==> src/rtl/adbg_crc_seq_pkg.sv <==
// Shared types and constants for the debug-unit CRC32 burst sequencer.
package adbg_crc_seq_pkg;

    localparam int          CRC_W      = 32;
    localparam logic [31:0] CRC_INIT   = 32'hFFFFFFFF;
    localparam logic        MODE_CHECK = 1'b0;
    localparam logic        MODE_GEN   = 1'b1;

    typedef enum logic [2:0] {
        IDLE,
        CLR,
        DATA,
        TRAIL,
        DONE
    } state_e;

endpackage

==> src/rtl/adbg_crc_seq_cnt.sv <==
// Loadable bit counter with terminal-count compare against a run-time limit.
// Shared by the payload and trailer phases of the CRC sequencer.
module adbg_crc_seq_cnt
    import adbg_crc_seq_pkg::*;
#(
    parameter int CNT_W = 16
) (
    input  logic             clk,
    input  logic             rstn,
    input  logic             clr_i,
    input  logic             inc_i,
    input  logic [CNT_W-1:0] limit_i,
    output logic             tc_o
);

    localparam logic [CNT_W-1:0] ONE = CNT_W'(1);

    logic [CNT_W-1:0] cnt_q;
    logic [CNT_W-1:0] cnt_d;

    // Clear takes priority so a phase change on the final strobe restarts at 0.
    always_comb begin
        cnt_d = cnt_q;
        if (clr_i) begin
            cnt_d = '0;
        end else if (inc_i) begin
            cnt_d = cnt_q + ONE;
        end
    end

    always_ff @(posedge clk) begin
        if (!rstn) begin
            cnt_q <= '0;
        end else begin
            cnt_q <= cnt_d;
        end
    end

    assign tc_o = (cnt_q == limit_i);

endmodule

==> src/rtl/adbg_crc_seq.sv <==
// Burst sequencer for the serial CRC32 engine: clear, payload feed, then trailer check/generate.
// Optional build macro ADBG_CRC_SEQ_SNAP_EN adds the crc_snap capture register.
module adbg_crc_seq
    import adbg_crc_seq_pkg::*;
#(
    parameter int CNT_W = 16
) (
    input  logic             clk,
    input  logic             rstn,
    input  logic             start,
    input  logic             mode,
    input  logic [CNT_W-1:0] len,
    input  logic             abort,
    input  logic             bit_valid,
    input  logic             bit_in,
    output logic             busy,
    output logic             done,
    output logic             crc_ok,
    output logic             crc_err,
    output logic             tdo_out,
    output logic             crc_clr,
    output logic             crc_enable,
    output logic             crc_shift,
    output logic             crc_data,
    input  logic [CRC_W-1:0] crc_in,
    input  logic             crc_serial,
    output logic [CRC_W-1:0] crc_snap
);

    localparam logic [CNT_W-1:0] TRAIL_LAST = CNT_W'(CRC_W - 1);
    localparam logic [CNT_W-1:0] ONE        = CNT_W'(1);

    state_e           state_q, state_d;
    logic             mode_q, mode_d;
    logic [CNT_W-1:0] len_q, len_d;
    logic             err_q, err_d;
    logic             ok_q, ok_d;
    logic             fail_q, fail_d;

    logic             cnt_clr;
    logic             cnt_inc;
    logic             cnt_tc;
    logic [CNT_W-1:0] cnt_limit;

    // len_q - 1 is only consulted in DATA, which is never entered with len_q == 0.
    assign cnt_limit = (state_q == TRAIL) ? TRAIL_LAST : (len_q - ONE);

    adbg_crc_seq_cnt #(
        .CNT_W (CNT_W)
    ) u_cnt (
        .clk     (clk),
        .rstn    (rstn),
        .clr_i   (cnt_clr),
        .inc_i   (cnt_inc),
        .limit_i (cnt_limit),
        .tc_o    (cnt_tc)
    );

    always_comb begin
        state_d    = state_q;
        mode_d     = mode_q;
        len_d      = len_q;
        err_d      = err_q;
        ok_d       = ok_q;
        fail_d     = fail_q;
        cnt_clr    = 1'b0;
        cnt_inc    = 1'b0;
        crc_clr    = 1'b0;
        crc_enable = 1'b0;
        crc_shift  = 1'b0;
        crc_data   = 1'b0;
        tdo_out    = 1'b0;
        done       = 1'b0;

        unique case (state_q)
            IDLE: begin
                if (start && !abort) begin
                    mode_d  = mode;
                    len_d   = len;
                    err_d   = 1'b0;
                    ok_d    = 1'b0;
                    fail_d  = 1'b0;
                    state_d = CLR;
                end
            end

            CLR: begin
                crc_clr = 1'b1;
                cnt_clr = 1'b1;
                if (abort) begin
                    state_d = IDLE;
                end else begin
                    state_d = (len_q != '0) ? DATA : TRAIL;
                end
            end

            DATA: begin
                if (abort) begin
                    state_d = IDLE;
                end else if (bit_valid) begin
                    crc_enable = 1'b1;
                    crc_data   = bit_in;
                    if (cnt_tc) begin
                        cnt_clr = 1'b1;
                        state_d = TRAIL;
                    end else begin
                        cnt_inc = 1'b1;
                    end
                end
            end

            TRAIL: begin
                tdo_out = (mode_q == MODE_GEN) ? crc_serial : 1'b0;
                if (abort) begin
                    state_d = IDLE;
                end else if (bit_valid) begin
                    crc_shift = 1'b1;
                    if ((mode_q == MODE_CHECK) && (bit_in != crc_serial)) begin
                        err_d = 1'b1;
                    end
                    if (cnt_tc) begin
                        cnt_clr = 1'b1;
                        state_d = DONE;
                    end else begin
                        cnt_inc = 1'b1;
                    end
                end
            end

            DONE: begin
                state_d = IDLE;
                if (!abort) begin
                    done   = 1'b1;
                    ok_d   = (mode_q == MODE_GEN) || !err_q;
                    fail_d = (mode_q == MODE_CHECK) && err_q;
                end
            end

            default: begin
                state_d = IDLE;
            end
        endcase
    end

    always_ff @(posedge clk) begin
        if (!rstn) begin
            state_q <= IDLE;
            mode_q  <= MODE_CHECK;
            len_q   <= '0;
            err_q   <= 1'b0;
            ok_q    <= 1'b0;
            fail_q  <= 1'b0;
        end else begin
            state_q <= state_d;
            mode_q  <= mode_d;
            len_q   <= len_d;
            err_q   <= err_d;
            ok_q    <= ok_d;
            fail_q  <= fail_d;
        end
    end

    // The verdict is visible alongside done, then held by the registers.
    assign busy    = (state_q != IDLE);
    assign crc_ok  = (state_q == DONE) ? ok_d : ok_q;
    assign crc_err = (state_q == DONE) ? fail_d : fail_q;

`ifdef ADBG_CRC_SEQ_SNAP_EN
    logic             trail_first_q;
    logic [CRC_W-1:0] snap_q;

    always_ff @(posedge clk) begin
        if (!rstn) begin
            trail_first_q <= 1'b0;
            snap_q        <= '0;
        end else begin
            trail_first_q <= (state_d == TRAIL) && (state_q != TRAIL);
            if (trail_first_q) begin
                snap_q <= crc_in;
            end
        end
    end

    assign crc_snap = snap_q;
`else
    // Without the snapshot the parallel CRC value has no consumer here.
    logic unused_crc_in;
    assign unused_crc_in = ^crc_in;
    assign crc_snap      = '0;
`endif

endmodule

==> config.mk <==
export PLATFORM = sky130hd
export DESIGN_NAME = adbg_crc_seq
export DESIGN_NICKNAME = d
export VERILOG_FILES = /design/src/rtl/adbg_crc_seq_pkg.sv /design/src/rtl/adbg_crc_seq_cnt.sv /design/src/rtl/adbg_crc_seq.sv
export SDC_FILE = /design/constraint.sdc
export NUM_CORES = 1
export LEC_CHECK = 0
export BUFFER_PORTS_ARGS = -buffer_cell sky130_fd_sc_hd__buf_2
export CAP_MARGIN = 10
export CORE_MARGIN = 3
export CORE_UTILIZATION = 51
export DETAILED_ROUTE_END_ITERATION = 10
export GPL_ROUTABILITY_DRIVEN = 0
export PLACE_DENSITY_LB_ADDON = 0.15
export SYNTH_ARGS = -nofsm -noshare
export SYNTH_HDL_FRONTEND = slang
export SYNTH_SLANG_ARGS = --single-unit
==> constraint.sdc <==
create_clock -name clk -period 4 [get_ports clk]
set_input_delay 0.8 -clock clk [delete_from_list [all_inputs] [get_ports clk]]
set_output_delay 0.8 -clock clk [all_outputs]
set_load 0.01 [all_outputs]
==> results.cfg <==
[power]
seq_power_share = 0.469
clockPowerShare = 0.300
ir_worst_vdd_mv = 0.205
p_int_uw = 607
p_leak_nw = 1.12
p_sw_frac = 0.318
switchingPower_uw = 283
comb_power_share = 0.232
p_per_area_nw_per_um2 = 301

[logic_synthesis]
async_reset_ff_frac = 0
ys_ff_latch = 39
synthTopCellsByArea = dfxtp_1 28%, nand2_1 8.9%, buf_4 8.5%
synth_enable_flop_cells = 0
syn_area_per_cell_um2 = 8.04
ys.flop_type = dfxtp_1
synth_top_cell_by_area = dfxtp_1
yosysWarnings = 0
yosysSeqAreaShare = 0.276
synth_area_um2 = 2830
ys_types = 59
synthCells = 352
synth.top_cell.area_share = 0.276

[cells_and_area]
n_antenna_cell = 0
regArea_um2 = 781
layout-drive-gt1-share = 0.178
syn_to_final_growth_pct = 4.64
fillers = 506
nNetsFinal = 434
multi_input_area_um2 = 1800
final_core_util = 0.565

[critical_path]
path_cells = inv_1 -> ha_1 -> or3b_4 -> o311ai_4 -> a21oi_2 -> a2111oi_4 -> nand4_1 -> a2111oi_4 -> buf_4 -> a21o_1 -> nor2_1
crit_top_cell = a2111oi_4
cp-end-kind = register
worstPathMaxFanout = 11
ff2ff_setup_slack_ns = 0.76
reg2regPathDepth = 11
r2r_start = len_q[0]
critPathLaunchType = register
crit_type = reg -> reg
required_ns = 4.17
critical_path.max_stage_delay_ns = 0.47
slowest_stage = a21o_1
rr_endpoint = u_cnt.cnt_q[2]
cp.arrival_ns = 3.40

[timing]
hold_ws_ns = 0.498
finalMaxSlewViolations = 0
hold_viol = 0
max_slew_margin = 0.601
rsz0062_at_grt = false
final.setup.tns_ns = 0
setup_viol = 0
period_share = 0.809
min_period_ns = 3.24
worst_pin_slew_ns = 0.598
fmax_ghz = 0.309
fin_skew_ns = 0.00745

[drt]
wl_per_cell_um = 12.8
wl_met1_um = 2810
top_layer_used = met4
drc = 0
wl_met2_um = 2530
drt_iter0_drc = 109
dr_total_vias = 2302
drtPass1Iterations = 5
wl_um = 5720
ant_nets = 0
routed-wl-met3_um = 248
viasPerCell = 5.16

[worst_hold_path]
hold_start = err_q
hp-class = reg -> reg
holdPathStages = 2
worstHoldEndpoint = err_q

[global_routing]
grt_pass1_vias = 2080
grt_pass1_wl_um = 9760
grt.total_usage = 0.189
grt_max_degree = 23
overflow = 0
antenna_found_initial = 0

[clock_tree]
root_buffer = clkbuf_8
clk_pin_slew_worst_paths_ns = 0.08
cts_resized = 0
cts_tree = yes
post_cts_buffers = 0
cts_sinks = 39
clk_latency_ns = 0.29
clock_path_buffers = 2
cts_hold_buf = 0
cts_made_buffers = 5
htree_levels = 2

[die]
die-area_um2 = 6480
die_y_um = 80.5
die_x_um = 80.5
rows = 26
ios = 97
start_util = 0.540
core_area_um2 = 5240

[placement]
dp_hpwl_um = 4390
io_buffers = 32

[job]
max_cap_viol_count = 0

[outcome]
status = finished clean
==> cells in the final DEF (no fill, tap or decap), types with 2 or more instances in the layout <==
cell and count:
a2111oi_4 2, a211oi_1 6, a21boi_0 17, a21o_1 4, a21oi_1 10, a22oi_1 2, and2_1 6, and3_1 6
and4_1 2, buf_2 32, buf_4 2, clkbuf_8 5, clkinvlp_4 2, conb_1 32, dfxtp_1 39, ha_1 3
inv_1 8, mux2i_1 2, nand2_1 67, nand2b_1 3, nand3_1 7, nand3b_1 2, nand4_1 5, nand4b_1 3
nor2_1 15, nor2_2 10, nor2b_1 2, nor3_1 7, nor3b_1 3, nor4_2 2, nor4_4 2, nor4b_1 2
o21ai_0 6, o21ai_1 2, o41ai_1 2, or3_1 6, xnor2_1 19, xor2_1 10
==> power groups by stage <==
stage | logic (mW) | registers, mW | clock network (mW)
6_report | 0.206 | 0.417 | 0.267
5_1_grt | 0.233 | 0.420 | 0.292
4_1_cts | 0.206 | 0.417 | 0.274
3_5_place_dp | 0.205 | 0.426 | 0
3_3_place_gp | 0.203 | 0.425 | 0
2_1_floorplan | 0.200 | 0.415 | 0
==> layout make-up <==
cell class,count,share of cell area
clock buffers,5,0.0232
clock inverters,3,0.00676
inverters,8,0.0101
multi-input cells,287,0.607
flip-flops and latches,39,0.264
well taps,70,0.0296
repair buffers,34,0.0592
==> worst max-delay path: cells and delay by family, from the launching register on <==
| kind | cells | cell delay, ns |
|---|---|---|
| adder cells (fa/ha/maj) | 1 | 0.21 |
| flip-flops | 1 | 0.40 |
| buffers and inverters | 2 | 0.34 |
| AND/OR/NAND/NOR | 3 | 0.71 |
| AO/OA/AOI/OAI | 5 | 1.44 |
==> how the worst max path moves through the flow <==
| stage | startpoint | endpoint | slack [ns] |
|---|---|---|---|
| 2_1_floorplan | len_q[0] | u_cnt.cnt_q[3] | 1.10 |
| 3_5_place_dp | len_q[0] | u_cnt.cnt_q[2] | 0.75 |
| 5_1_grt | len_q[3] | u_cnt.cnt_q[2] | 0.47 |
| 3_3_place_gp | len_q[0] | u_cnt.cnt_q[2] | 0.77 |
| 4_1_cts | len_q[0] | u_cnt.cnt_q[2] | 0.73 |
| 6_report | len_q[0] | u_cnt.cnt_q[2] | 0.76 |
==> synthesized netlist by cell type (all sizes together), types with 3 or more instances <==
master	count
a211oi	6
a21boi	17
a21o	4
a21oi	11
and2	6
and3	6
buf	39
clkbuf	10
dfxtp	39
ha	3
inv	8
nand2	67
nand2b	3
nand3	7
nand4	5
nand4b	3
nor2	25
nor3	7
nor3b	4
nor4	4
o21ai	8
or3	6
xnor2	19
xor2	10
==> state kept, by name, indices dropped and copies added, names as in the netlist <==
name,count
fail_q,1
err_q,1
state_q,3
u_cnt.cnt_q,16
len_q,16
mode_q,1
ok_q,1
==> metrics by stage <==
stage,setup WS [ns],total power [mW],cell area (µm²),cells
after floorplan,1.10,0.615,2950,383
after global placement,0.772,0.628,2870,438
after CTS,0.734,0.897,2960,446
final,0.764,0.890,2960,446
after detailed placement,0.751,0.632,2870,438
after global routing,0.475,0.945,2960,446
==> layer usage <==
layer | vias to the layer above | GRT usage
li1 | 1194 | -
met1 | 1039 | 0.256
met2 | 54 | 0.292
met3 | 15 | 0.0392
met4 | 0 | 0.0709
met5 | - | 0
==> cells by family (layout without fill, tap and decap cells) <==
logic type | Yosys count | after routing | share of synthesized area
AND/OR/NAND/NOR | 157 | 157 | 0.300
AO/OA/AOI/OAI | 64 | 64 | 0.183
buffers and inverters | 57 | 50 | 0.130
flip-flops | 39 | 39 | 0.276
XOR/XNOR | 29 | 29 | 0.0898
adder cells (fa/ha/maj) | 3 | 3 | 0.0133
multiplexers | 2 | 2 | 0.00708
other | 1 | 32 | 0.00133
No activity file was read; power rests on OpenSTA's default activity.
